==> src/rtl/prv_trap_ctrl_if.sv <==
// Trap sequencer bus: pipeline/hazard/CSR-side signals grouped into one bundle.
// The master side drives requests and pipeline status. The slave side is the
// trap controller, which answers with redirect and CSR update strobes.
interface prv_trap_ctrl_if #(
  parameter int NUM_EXC = 16,
  parameter int NUM_INT = 12,
  parameter int WORD_W  = 32
);
  logic [NUM_EXC-1:0] exc_req;
  logic [WORD_W-1:0]  exc_epc;
  logic [WORD_W-1:0]  exc_tval;
  logic [NUM_INT-1:0] int_pend;
  logic [NUM_INT-1:0] int_en;
  logic               global_ie;
  logic [WORD_W-1:0]  irq_epc;
  logic               xret;
  logic               wfi;
  logic               pipe_clear;
  logic [WORD_W-1:0]  xtvec;
  logic [WORD_W-1:0]  xepc_r;

  logic               insert_pc;
  logic [WORD_W-1:0]  priv_pc;
  logic               intr;
  logic               csr_upd;
  logic [WORD_W-1:0]  cause_out;
  logic [WORD_W-1:0]  epc_out;
  logic [WORD_W-1:0]  tval_out;
  logic               busy;
  logic               wfi_stall;

  modport master (
    output exc_req, exc_epc, exc_tval, int_pend, int_en, global_ie, irq_epc,
           xret, wfi, pipe_clear, xtvec, xepc_r,
    input  insert_pc, priv_pc, intr, csr_upd, cause_out, epc_out, tval_out,
           busy, wfi_stall
  );

  modport slave (
    input  exc_req, exc_epc, exc_tval, int_pend, int_en, global_ie, irq_epc,
           xret, wfi, pipe_clear, xtvec, xepc_r,
    output insert_pc, priv_pc, intr, csr_upd, cause_out, epc_out, tval_out,
           busy, wfi_stall
  );
endinterface

==> src/rtl/prv_trap_ctrl.sv <==
// Trap sequencer. It priority-encodes exception and interrupt sources, latches
// cause/epc/tval, waits for the pipeline to drain, then issues one redirect
// strobe. The target is the trap vector (direct or vectored) or xepc for an
// xRET. WFI parks the controller in SLEEP until a line becomes pending.
module prv_trap_ctrl #(
  parameter int NUM_EXC = 16,
  parameter int NUM_INT = 12,
  parameter int WORD_W  = 32
) (
  input  logic           CLK,
  input  logic           RST,
  prv_trap_ctrl_if.slave bus
);

  typedef enum logic [1:0] {
    S_IDLE     = 2'd0,
    S_DRAIN    = 2'd1,
    S_REDIRECT = 2'd2,
    S_SLEEP    = 2'd3
  } state_t;

  state_t            r_state;
  state_t            w_state_nxt;
  logic [WORD_W-1:0] r_cause;
  logic [WORD_W-1:0] r_epc;
  logic [WORD_W-1:0] r_tval;
  logic              r_intr;
  logic              r_ret;

  logic [NUM_INT-1:0] w_int_vec;
  logic               w_any_int;
  logic               w_any_exc;
  logic               w_irq;
  logic               w_decide;
  logic               w_latch_exc;
  logic               w_latch_int;
  logic               w_latch_ret;
  logic [WORD_W-1:0]  w_exc_cause;
  logic [WORD_W-1:0]  w_int_cause;
  logic [WORD_W-1:0]  w_trap_base;
  logic [WORD_W-1:0]  w_vec_off;

  // Lowest-numbered exception wins.
  function automatic logic [WORD_W-1:0] f_lowest_exc(input logic [NUM_EXC-1:0] v);
    logic [WORD_W-1:0] code;
    code = '0;
    for (int i = NUM_EXC - 1; i >= 0; i--) begin
      if (v[i]) code = WORD_W'(i);
    end
    return code;
  endfunction

  // Highest-numbered qualified interrupt wins.
  function automatic logic [WORD_W-1:0] f_highest_int(input logic [NUM_INT-1:0] v);
    logic [WORD_W-1:0] code;
    code = '0;
    for (int i = 0; i < NUM_INT; i++) begin
      if (v[i]) code = WORD_W'(i);
    end
    return code;
  endfunction

  assign w_int_vec = bus.int_pend & bus.int_en;
  assign w_any_int = |w_int_vec;
  assign w_any_exc = |bus.exc_req;
  assign w_irq     = w_any_int & bus.global_ie;

  // Cause encodings for the two trap kinds; interrupts carry the MSB flag.
  always_comb begin
    w_exc_cause = f_lowest_exc(bus.exc_req);
    w_int_cause = f_highest_int(w_int_vec);
    w_int_cause[WORD_W-1] = 1'b1;
  end

  // Next-state logic: IDLE (and a qualified SLEEP wake) run the same
  // exception > interrupt > xret > wfi decision.
  always_comb begin
    w_state_nxt = r_state;
    w_decide    = 1'b0;
    w_latch_exc = 1'b0;
    w_latch_int = 1'b0;
    w_latch_ret = 1'b0;
    case (r_state)
      S_IDLE:     w_decide = 1'b1;
      S_DRAIN:    if (bus.pipe_clear) w_state_nxt = S_REDIRECT;
      S_REDIRECT: w_state_nxt = S_IDLE;
      S_SLEEP: begin
        // Wake ignores global_ie; the trap is only taken if global_ie is set.
        if (w_any_int || w_any_exc) begin
          if (bus.global_ie) w_decide = 1'b1;
          else               w_state_nxt = S_IDLE;
        end
      end
      default:    w_state_nxt = S_IDLE;
    endcase
    if (w_decide) begin
      if (w_any_exc) begin
        w_latch_exc = 1'b1;
        w_state_nxt = S_DRAIN;
      end else if (w_irq) begin
        w_latch_int = 1'b1;
        w_state_nxt = S_DRAIN;
      end else if (bus.xret) begin
        w_latch_ret = 1'b1;
        w_state_nxt = S_DRAIN;
      end else if (bus.wfi) begin
        w_state_nxt = S_SLEEP;
      end else begin
        w_state_nxt = S_IDLE;
      end
    end
  end

  // State register and trap latches; values freeze once DRAIN is entered.
  always_ff @(posedge CLK) begin
    if (RST) begin
      r_state <= S_IDLE;
      r_cause <= '0;
      r_epc   <= '0;
      r_tval  <= '0;
      r_intr  <= 1'b0;
      r_ret   <= 1'b0;
    end else begin
      r_state <= w_state_nxt;
      if (w_latch_exc) begin
        r_cause <= w_exc_cause;
        r_epc   <= bus.exc_epc;
        r_tval  <= bus.exc_tval;
        r_intr  <= 1'b0;
        r_ret   <= 1'b0;
      end else if (w_latch_int) begin
        r_cause <= w_int_cause;
        r_epc   <= bus.irq_epc;
        r_tval  <= '0;
        r_intr  <= 1'b1;
        r_ret   <= 1'b0;
      end else if (w_latch_ret) begin
        r_intr  <= 1'b0;
        r_ret   <= 1'b1;
      end else if (r_state == S_REDIRECT) begin
        r_intr  <= 1'b0;
        r_ret   <= 1'b0;
      end
    end
  end

  assign w_trap_base = {bus.xtvec[WORD_W-1:2], 2'b00};
  assign w_vec_off   = (r_intr && (bus.xtvec[1:0] == 2'b01)) ?
                       {r_cause[WORD_W-3:0], 2'b00} : '0;

  // Output decode; the redirect target is only driven during REDIRECT.
  always_comb begin
    bus.insert_pc = (r_state == S_REDIRECT);
    bus.csr_upd   = (r_state == S_REDIRECT) && !r_ret;
    bus.priv_pc   = '0;
    if (r_state == S_REDIRECT) begin
      bus.priv_pc = r_ret ? bus.xepc_r : (w_trap_base + w_vec_off);
    end
    bus.intr      = r_intr;
    bus.cause_out = r_cause;
    bus.epc_out   = r_epc;
    bus.tval_out  = r_tval;
    bus.busy      = (r_state != S_IDLE);
    bus.wfi_stall = (r_state == S_SLEEP);
  end

endmodule

==> src/flat_wrapper.sv <==
// flat-port wrapper written by rule: the top's interface ports become plain ports
module prv_trap_ctrl_flat 
#(
  parameter int NUM_EXC = 16,
  parameter int NUM_INT = 12,
  parameter int WORD_W  = 32
)
  (CLK, RST, bus_exc_req, bus_exc_epc, bus_exc_tval, bus_int_pend, bus_int_en, bus_global_ie, bus_irq_epc, bus_xret, bus_wfi, bus_pipe_clear, bus_xtvec, bus_xepc_r, bus_insert_pc, bus_priv_pc, bus_intr, bus_csr_upd, bus_cause_out, bus_epc_out, bus_tval_out, bus_busy, bus_wfi_stall);
  prv_trap_ctrl_if #(.NUM_EXC(NUM_EXC), .NUM_INT(NUM_INT), .WORD_W(WORD_W)) bus_i ();
  input  logic CLK;
  input  logic RST;
  input wire logic [$bits(bus_i.exc_req)-1:0] bus_exc_req;
  input wire logic [$bits(bus_i.exc_epc)-1:0] bus_exc_epc;
  input wire logic [$bits(bus_i.exc_tval)-1:0] bus_exc_tval;
  input wire logic [$bits(bus_i.int_pend)-1:0] bus_int_pend;
  input wire logic [$bits(bus_i.int_en)-1:0] bus_int_en;
  input wire logic [$bits(bus_i.global_ie)-1:0] bus_global_ie;
  input wire logic [$bits(bus_i.irq_epc)-1:0] bus_irq_epc;
  input wire logic [$bits(bus_i.xret)-1:0] bus_xret;
  input wire logic [$bits(bus_i.wfi)-1:0] bus_wfi;
  input wire logic [$bits(bus_i.pipe_clear)-1:0] bus_pipe_clear;
  input wire logic [$bits(bus_i.xtvec)-1:0] bus_xtvec;
  input wire logic [$bits(bus_i.xepc_r)-1:0] bus_xepc_r;
  output wire logic [$bits(bus_i.insert_pc)-1:0] bus_insert_pc;
  output wire logic [$bits(bus_i.priv_pc)-1:0] bus_priv_pc;
  output wire logic [$bits(bus_i.intr)-1:0] bus_intr;
  output wire logic [$bits(bus_i.csr_upd)-1:0] bus_csr_upd;
  output wire logic [$bits(bus_i.cause_out)-1:0] bus_cause_out;
  output wire logic [$bits(bus_i.epc_out)-1:0] bus_epc_out;
  output wire logic [$bits(bus_i.tval_out)-1:0] bus_tval_out;
  output wire logic [$bits(bus_i.busy)-1:0] bus_busy;
  output wire logic [$bits(bus_i.wfi_stall)-1:0] bus_wfi_stall;
  assign bus_i.exc_req = bus_exc_req;
  assign bus_i.exc_epc = bus_exc_epc;
  assign bus_i.exc_tval = bus_exc_tval;
  assign bus_i.int_pend = bus_int_pend;
  assign bus_i.int_en = bus_int_en;
  assign bus_i.global_ie = bus_global_ie;
  assign bus_i.irq_epc = bus_irq_epc;
  assign bus_i.xret = bus_xret;
  assign bus_i.wfi = bus_wfi;
  assign bus_i.pipe_clear = bus_pipe_clear;
  assign bus_i.xtvec = bus_xtvec;
  assign bus_i.xepc_r = bus_xepc_r;
  assign bus_insert_pc = bus_i.insert_pc;
  assign bus_priv_pc = bus_i.priv_pc;
  assign bus_intr = bus_i.intr;
  assign bus_csr_upd = bus_i.csr_upd;
  assign bus_cause_out = bus_i.cause_out;
  assign bus_epc_out = bus_i.epc_out;
  assign bus_tval_out = bus_i.tval_out;
  assign bus_busy = bus_i.busy;
  assign bus_wfi_stall = bus_i.wfi_stall;
  prv_trap_ctrl #(.NUM_EXC(NUM_EXC), .NUM_INT(NUM_INT), .WORD_W(WORD_W)) u_core (.CLK(CLK), .RST(RST), .bus(bus_i));
endmodule
==> config.mk <==
export PLATFORM = sky130hd
export DESIGN_NAME = prv_trap_ctrl_flat
export DESIGN_NICKNAME = d
export VERILOG_FILES = /design/src/rtl/prv_trap_ctrl_if.sv /design/src/rtl/prv_trap_ctrl.sv /design/src/flat_wrapper.sv
export SDC_FILE = /design/constraint.sdc
export NUM_CORES = 1
export LEC_CHECK = 0
export BUFFER_PORTS_ARGS = -buffer_cell sky130_fd_sc_hd__buf_4
export CAP_MARGIN = 20
export CORE_AREA = 4 4 144 146
export DETAILED_ROUTE_END_ITERATION = 6
export DIE_AREA = 0 0 148 150
export GPL_TIMING_DRIVEN = 0
export PLACE_DENSITY_LB_ADDON = 0.05
export SETUP_SLACK_MARGIN = 0.4
export SYNTH_ARGS = -nofsm -noshare
export SYNTH_HDL_FRONTEND = slang
export SYNTH_SLANG_ARGS = --single-unit
==> constraint.sdc <==
create_clock -name CLK -period 3.45 [get_ports CLK]
set_input_delay 0.69 -clock CLK [delete_from_list [all_inputs] [get_ports CLK]]
set_output_delay 0.69 -clock CLK [all_outputs]
set_load 0.005 [all_outputs]
==> results of run 1 <==
-- kinds of logic (layout without fill, tap and decap cells) --
group	after synthesis	in the layout	share of synthesized area
muxes	3	3	0.00623
adders and majority gates	9	9	0.0249
other	1	27	0.000778
and+or+nand+nor	258	258	0.242
buffers and inverters	86	424	0.101
DFF	73	73	0.303
AOI/OAI and AO/OA	164	164	0.277
xor gates and xnor gates	25	25	0.0454
-- registers in the layout, indices dropped and copies added (netlist names) --
name,cells
u_core.r_state,2
u_core.bus.epc_out,32
u_core.bus.cause_out,5
u_core.bus.intr,1
u_core.bus.tval_out,32
u_core.r_ret,1
-- layout by cell type (no fill, tap or decap), types with 5 or more instances in the layout --
| cell type | n |
|---|---|
| buf_4 | 340 |
| nand2_1 | 93 |
| nor2_1 | 83 |
| dfxtp_1 | 72 |
| a22oi_1 | 37 |
| a311oi_2 | 29 |
| conb_1 | 27 |
| o21ai_0 | 26 |
| clkbuf_1 | 23 |
| a21oi_1 | 21 |
| inv_1 | 16 |
| buf_6 | 16 |
| xor2_1 | 10 |
| clkbuf_16 | 9 |
| nand3_1 | 8 |
| xnor2_2 | 8 |
| nor2_4 | 7 |
| nand4_1 | 7 |
| and2_1 | 7 |
| xnor2_1 | 7 |
| buf_2 | 7 |
| a21oi_2 | 6 |
| nor3_2 | 6 |
| nor2b_1 | 5 |
-- power by group --
part / internal [mW] / switching, mW / leakage [nW]
Combinational: 1.49 / 1.81 / 3.10
Clock: 0.640 / 0.400 / 0.156
Sequential: 1.15 / 0.157 / 0.603
Total: 3.28 / 2.36 / 3.86
-- path summary, 6_finish.rpt --
kind,depth (start not counted),to,from
setup / recovery,14,bus_priv_pc[22],bus_xtvec[0]
hold / removal,2,u_core.bus.cause_out[3],u_core.bus.cause_out[3]
setup reg to reg,8,u_core.bus.epc_out[17],u_core.r_state[1]
hold reg to reg,2,u_core.bus.cause_out[3],u_core.bus.cause_out[3]
-- timing repair --
action,in CTS,in global routing
cloned,1,0
hold buffers,0,0
hold endpoints to repair,0,0
endpoints found under the setup margin,26,50
buffers inserted,10,1
pin swaps,28,43
resized for setup,35,41
-- cell type report --
| cell class | instances | area [µm²] |
|---|---|---|
| multi-input cells | 486 | 3310 |
| fillers | 2098 | 11000 |
| plain buffers | 70 | 450 |
| repair buffers | 322 | 2460 |
| clock buffers | 9 | 225 |
| clock inverters | 7 | 103 |
| well taps | 265 | 332 |
| inverters | 16 | 60.1 |
| flip-flops and latches | 73 | 1460 |
-- worst max-delay path, stage by stage --
cell and delay, ps:
buf_6 100, nand2_4 50, nor2_4 40, buf_6 110, and2_4 170, fa_2 360, a21o_1 220, a21oi_4 210
or2_4 160, buf_8 120, nor2_1 60, xnor2_1 160, a21oi_1 90, buf_4 150
-- metrics by stage --
| step | instances | util | hold slack [ps] |
|---|---|---|---|
| after CTS | 1247 | 0.424 | 480 |
| after floorplan | 645 | - | 457 |
| final | 1248 | 0.433 | 475 |
| after global placement | 1220 | 0.394 | 459 |
| after detailed placement | 1220 | 0.394 | 462 |
| after global routing | 1248 | 0.433 | 502 |
-- layer usage --
| layer | GRT usage | vias to the layer above | wire length, µm |
|---|---|---|---|
| met2 | 0.315 | 220 | 10400 |
| li1 | - | 2866 | - |
| met5 | 0 | - | 0 |
| met1 | 0.196 | 2514 | 7870 |
| met3 | 0.0681 | 17 | 2140 |
| met4 | 0.0425 | 0 | 258 |
==> results_dict.tcl, run 1 <==
set metrics [dict create \
    status "completed" \
    yosys_warnings 0 \
    critPathCaptureType "output port" \
    grt_max_degree 15 \
    r2r_slack_ps 840 \
    grt_overflow_total 0 \
    start_util 0.249 \
    io_pins 339 \
    cts_tree "yes" \
    cts_buffers 9 \
    cp.required_ps 2760 \
    path_clk_slew_ps 60 \
    die_h_um 150 \
    core_area_um2 19400 \
    period_share 0.978 \
    area_growth_pct 74.2 \
    clock_path_buffers 2 \
    arrival_ps 2680 \
    ant_nets 0 \
    n_antenna_cell 0 \
    synth_top_area_frac 0.303 \
    num_rows 51 \
    vias 5617 \
    cts_root_buf "clkbuf_16" \
    setup.worst_path.start_class "primary input" \
    first_iter_violations 161 \
    total_power_mw 5.64 \
    synth_most_common_cell "nand2_1" \
    clock.fmax_mhz 296 \
    synthTopCellsByArea "dfxtp_1 30%, a311oi_2 9.0%, nand2_1 7.5%, nor2_1 7.0%, a22oi_1 5.8%" \
    async_reset_ff_frac 0 \
    maxCapViolCount 0 \
    wl_per_cell_um 16.5 \
    finalHoldViolations 0 \
    power_density_nw_per_um2 672 \
    worst-path-max-fanout 5 \
    antenna_found_initial 0 \
    drt_wl_total_um 20700 \
    vias_per_cell 4.50 \
    fin_tns_setup_ps 0 \
    worst_pin_slew_ps 746 \
    synth_commonest_cells "96 x nand2_1, 90 x nor2_1, 73 x dfxtp_1" \
    nets 1193 \
    hp-class "flip-flop to flip-flop" \
    grt_pass1_vias 5829 \
    synth_edf_count 0 \
    ys_types 61 \
    vdd_ir_drop_max_uv 384 \
    die_w_um 148 \
    clock-sinks 73 \
    rsz0062_at_grt "true" \
    dp_slack_ps -218 \
    ys_seq_elements 73 \
    syn-mean-instance-area_um2 7.79 \
    synth_cells 619 \
    drive_gt1_frac 0.479 \
    drtPass1Iterations 5 \
    grt_pass1_wl_um 31200 \
    dp_hpwl_um 16700 \
    fin_area_um2 8400 \
    dieArea_um2 22200 \
    cts.htree.levels 3 \
    setup_viol_count_final 0 \
    synth_largest_area_cell "dfxtp_1" \
    yosysSeqAreaShare 0.303 \
    fin_skew_ps 5.85 \
    syn_area_um2 4820 \
    worstSetupPathType "primary input to output port" \
    post_dp_cell_area_um2 7640 \
    leakagePower_nw 3.86 \
    io_buffers 310 \
    grt_use_total 0.176 \
    worstSkewPairLatency_ps 330 \
    setup_ws_ps 75.3 \
    fin_crit_ps 3370 \
    synth_ff_type "dfxtp_1" \
    gp_congestion 0.778 \
    drc 0 \
    final_max_slew_viol_count 0 \
    relSlewSlack 0.503 \
]
No activity file was read; power rests on OpenSTA's default activity.
==> run 2, diff against run 1 <==
- ABC_CLOCK_PERIOD_IN_PS: unset -> 3450
- REMOVE_ABC_BUFFERS: unset -> 1
==> results_dict.tcl, run 2 (synthesis results as in run 1) <==
set metrics [dict create \
    n_antenna_cell 0 \
    gp_congestion 0.801 \
    vias_per_cell 4.65 \
    worst-path-max-fanout 6 \
    grt_overflow_total 0 \
    grt_pass1_wl_um 28900 \
    io_pins 339 \
    cts-hold-fix-buffers 0 \
    first_iter_violations 197 \
    drt_wl_total_um 19500 \
    drc 0 \
    rsz0062_at_grt "true" \
    io_buffers 311 \
    relSlewSlack 0.317 \
    status "completed" \
    grt_pass1_vias 5535 \
    nets 1129 \
    r2r_slack_ps 670 \
    vias 5498 \
    r2r-end "u_core.bus.epc_out[14]" \
    ff2ff_path_depth 8 \
    final_max_slew_viol_count 0 \
    clock-sinks 73 \
    startpoint "bus_xtvec[0]" \
    total_power_mw 5.46 \
    cp.required_ps 2760 \
    drive_gt1_frac 0.452 \
    fin_skew_ps 5.56 \
    wl_per_cell_um 16.5 \
    drtPass1Iterations 5 \
    switching_share 0.424 \
    p_int_mw 3.14 \
    die_w_um 148 \
    n_fill_cell 2027 \
    p_seq_frac 0.239 \
    path_clk_slew_ps 60 \
    cts_buffers 9 \
    clock.fmax_mhz 296 \
    antenna_found_initial 0 \
    maxCapViolCount 0 \
    critPathSlowestCell "fa_2" \
    worstSetupPathType "primary input to output port" \
    fin_crit_ps 3380 \
    finalHoldViolations 0 \
    die_h_um 150 \
    critPathCaptureType "output port" \
    final_common_cell "buf_4" \
    min_to "u_core.bus.cause_out[31]" \
    grt_max_degree 74 \
    setup.worst_path.start_class "primary input" \
    arrival_ps 2690 \
    start_util 0.249 \
    vdd_ir_drop_max_uv 522 \
    dp_hpwl_um 14800 \
    grt_use_total 0.162 \
    worstHoldStart "u_core.bus.cause_out[31]" \
    dieArea_um2 22200 \
    hp-class "flip-flop to flip-flop" \
    clock_path_buffers 2 \
    worstSkewPairLatency_ps 330 \
    worst_pin_slew_ps 1030 \
    switching_power_mw 2.31 \
    period_share 0.979 \
    path_delay_family "compound AO/OA/AOI/OAI gates" \
    fin_tns_setup_ps 0 \
    num_rows 51 \
    cts_tree "yes" \
    core_area_um2 19400 \
    pwr-share-comb 0.597 \
    hold_path_depth 1 \
    crit_buf_inv 2 \
    crit_chain "buf_6 -> nand2_4 -> nor2_4 -> and2_4 -> ha_4 -> fa_2 -> a21o_1 -> a21oi_4 -> nand2b_1 -> nor2_1 -> xor2_1 -> o211a_1 -> buf_4" \
    leakagePower_nw 3.54 \
    crit_path_max_incr_delay_ps 390 \
    area_growth_pct 63.6 \
    power_density_nw_per_um2 691 \
    worstReg2RegStart "u_core.r_state[0]" \
    cts.htree.levels 3 \
    cts_root_buf "clkbuf_16" \
    power.share.clock 0.164 \
    setup_viol_count_final 0 \
    ant_nets 0 \
    final_cell_mix "317 x buf_4, 95 x nand2_1, 85 x nor2_1, 71 x dfxtp_1, 37 x a22oi_1" \
]
==> run 2: worst max path at each step <==
stage                                   to  depth (start not counted)
global placement    u_core.bus.epc_out[26]                          6
finish                     bus_priv_pc[14]                         13
global route               bus_priv_pc[20]                         13
CTS                        bus_priv_pc[14]                         13
floorplan           u_core.bus.epc_out[10]                          6
detailed placement         bus_priv_pc[26]                         13
==> run 2: layout make-up <==
| class | instances | area (µm²) | share of cell area |
|---|---|---|---|
| Multi-Input combinational cell | 488 | 3220 | 0.408 |
| Timing Repair Buffer | 325 | 2520 | 0.320 |
| Sequential cell | 73 | 1460 | 0.186 |
| Tap cell | 265 | 332 | 0.0420 |
| Clock buffer | 11 | 253 | 0.0320 |
| Inverter | 16 | 63.8 | 0.00809 |
| Clock inverter | 4 | 28.8 | 0.00365 |
| Timing Repair inverter | 1 | 7.51 | 0.000951 |
==> run 2: what timing repair did <==
item / CTS / global route
setup buffers: 8 / 1
gates resized for setup: 42 / 10
gates cloned: 2 / 1
setup endpoints to repair: 90 / 54
pin swaps: 32 / 24
==> run 2: power by group through the flow <==
stage / logic (mW) / registers [mW] / clock network, mW
floorplan: 1.71 / 1.33 / 0
global placement: 2.83 / 1.27 / 0
detailed placement: 3.24 / 1.31 / 0
CTS: 3.28 / 1.31 / 0.929
global route: 3.60 / 1.34 / 0.963
finish: 3.26 / 1.30 / 0.895
==> run 2: layer usage <==
layer / vias to the layer above / global-route usage / routed length, µm
met5: - / 0 / 0
met4: 0 / 0.0393 / 282
met3: 20 / 0.0669 / 2010
met2: 226 / 0.301 / 10100
met1: 2518 / 0.169 / 7130
li1: 2734 / - / -
==> run 2: through the flow <==
step | std cells | setup slack, ps | util | hold slack, ps | instance area (µm²)
floorplan | 575 | -219 | - | 451 | 4490
global placement | 1151 | -2230 | 0.369 | 458 | 7160
detailed placement | 1156 | -442 | 0.376 | 465 | 7290
CTS | 1181 | 69.5 | 0.404 | 479 | 7840
global route | 1183 | -37.5 | 0.407 | 493 | 7890
finish | 1183 | 72.2 | 0.407 | 473 | 7890
==> run 3, diff against run 2 <==
- BUFFER_PORTS_ARGS: -buffer_cell sky130_fd_sc_hd__buf_4 -> unset
- CTS_CLUSTER_SIZE: unset -> 16
- DONT_BUFFER_PORTS: unset -> 1
==> results_dict.tcl, run 3 (synthesis results as in run 1) <==
set metrics [dict create \
    final_common_cell "nand2_1" \
    min_to "u_core.bus.epc_out[26]" \
    crit_path_max_incr_delay_ps 370 \
    grt_max_degree 74 \
    dieArea_um2 22200 \
    grt_pass1_vias 4259 \
    cts_buffers 9 \
    grt_pass1_wl_um 24700 \
    antenna_found_initial 1 \
    nets 814 \
    r2r_slack_ps 830 \
    total_power_mw 4.67 \
    final_cell_mix "95 x nand2_1, 85 x nor2_1, 71 x dfxtp_1, 37 x a22oi_1, 29 x a311oi_2" \
    num_rows 51 \
    arrival_ps 2530 \
    first_iter_violations 179 \
    vias_per_cell 5.02 \
    grt_overflow_total 0 \
    critPathCaptureType "output port" \
    cts.htree.levels 3 \
    fin_crit_ps 3220 \
    io_pins 339 \
    cts_tree "yes" \
    power_density_nw_per_um2 845 \
    ant_nets 0 \
    die_h_um 150 \
    hp-class "primary input to flip-flop" \
    cts_root_buf "clkbuf_16" \
    maxCapViolCount 0 \
    period_share 0.933 \
    leakagePower_nw 1.99 \
    drtPass1Iterations 4 \
    setup_viol_count_final 0 \
    post_dp_cell_area_um2 4920 \
    n_antenna_cell 0 \
    worstSetupPathType "flip-flop to output port" \
    drive_gt1_frac 0.182 \
    n_fill_cell 2116 \
    hold_path_depth 1 \
    start_util 0.249 \
    path_clk_slew_ps 70 \
    register_area_um2 1470 \
    drc 0 \
    fin_cells 869 \
    drt_wl_total_um 17100 \
    worstHoldStart "RST" \
    worst_pin_slew_ps 726 \
    core_area_um2 19400 \
    rsz0062_at_grt "true" \
    final_max_slew_viol_count 0 \
    fin_area_um2 5520 \
    worstSkewPairLatency_ps 340 \
    crit_chain "nand2_4 -> nor2_4 -> and2_4 -> ha_4 -> fa_2 -> a21o_1 -> a21oi_4 -> nand2b_4 -> nor2_2 -> xor2_1 -> o211a_1" \
    critPathSlowestCell "dfxtp_4" \
    dp_hpwl_um 12900 \
    placed_cells 844 \
    r2r-end "u_core.bus.epc_out[8]" \
    fin_skew_ps 9.02 \
    grt_use_total 0.141 \
    wl_per_cell_um 19.7 \
    worstReg2RegStart "u_core.r_state[1]" \
    cts-hold-fix-buffers 0 \
    status "completed" \
    io_buffers 0 \
    vdd_ir_drop_max_uv 452 \
    clock.fmax_mhz 311 \
    clock_path_buffers 2 \
    gp_congestion 0.724 \
    cp.required_ps 2760 \
    ff2ff_path_depth 9 \
    relSlewSlack 0.512 \
    die_w_um 148 \
    multi_input_area_um2 3230 \
    setup.worst_path.start_class "flip-flop" \
    vias 4359 \
    area_growth_pct 14.5 \
    clock-sinks 73 \
    fin_tns_setup_ps 0 \
    finalHoldViolations 0 \
    worst-path-max-fanout 6 \
]
==> run 3: cell count changes in the layout (fill, tap and decap cells not counted), sizes merged <==
cell / before / now
clkinvlp: 4 / 3
buf: 325 / 11
nand2: 98 / 97
inv: 15 / 19
clkbuf: 11 / 9
==> run 3: final cells by class <==
cell class              count  share of cell area
repair inverters            1             0.00136
clock buffers               9              0.0408
clock inverters             7              0.0106
inverters                  16              0.0116
repair buffers             11              0.0245
well taps                 265              0.0600
multi-input cells         487               0.586
flip-flops and latches     73               0.266
==> run 3: worst max-delay path by stage <==
stage	start	to	cells after the start
after global placement	u_core.r_state[1]	u_core.bus.cause_out[0]	6
after global routing	u_core.bus.intr	bus_priv_pc[20]	11
final	u_core.bus.intr	bus_priv_pc[14]	11
after CTS	u_core.bus.intr	bus_priv_pc[18]	11
after floorplan	u_core.r_state[0]	u_core.bus.epc_out[10]	6
after detailed placement	bus_xtvec[0]	bus_priv_pc[18]	11
==> run 3: report_power, final <==
part,total [mW],internal [mW],switching (mW)
registers,1.40,1.15,0.255
clock network,0.924,0.501,0.424
logic,2.34,0.864,1.48
==> run 3: critical path, delay by kind of cell (launching register included) <==
| family | cells | cell delay [ps] |
|---|---|---|
| xor+xnor | 1 | 140 |
| simple gates | 5 | 470 |
| fa+ha+maj | 2 | 510 |
| compound gates | 3 | 700 |
| flops | 1 | 370 |
==> run 3: through the flow <==
| stage | worst slack [ps] | util | hold WS (ps) |
|---|---|---|---|
| floorplan | -219 | - | 451 |
| global placement | -2100 | 0.249 | 501 |
| detailed placement | -232 | 0.253 | 496 |
| CTS | 186 | 0.280 | 396 |
| global route | 127 | 0.285 | 387 |
| finish | 232 | 0.285 | 408 |
==> run 3: timing repair <==
action	4_1_cts	5_1_grt
setup buffers	6	1
cloned	2	0
pin swaps	27	10
setup endpoints to repair	70	42
resized for setup	41	19
==> run 3: metal layers <==
layer,GRT usage,part of all wire
met5,0,0.00076
met4,0.0370,0.013
met3,0.0651,0.13
met2,0.253,0.51
met1,0.150,0.35
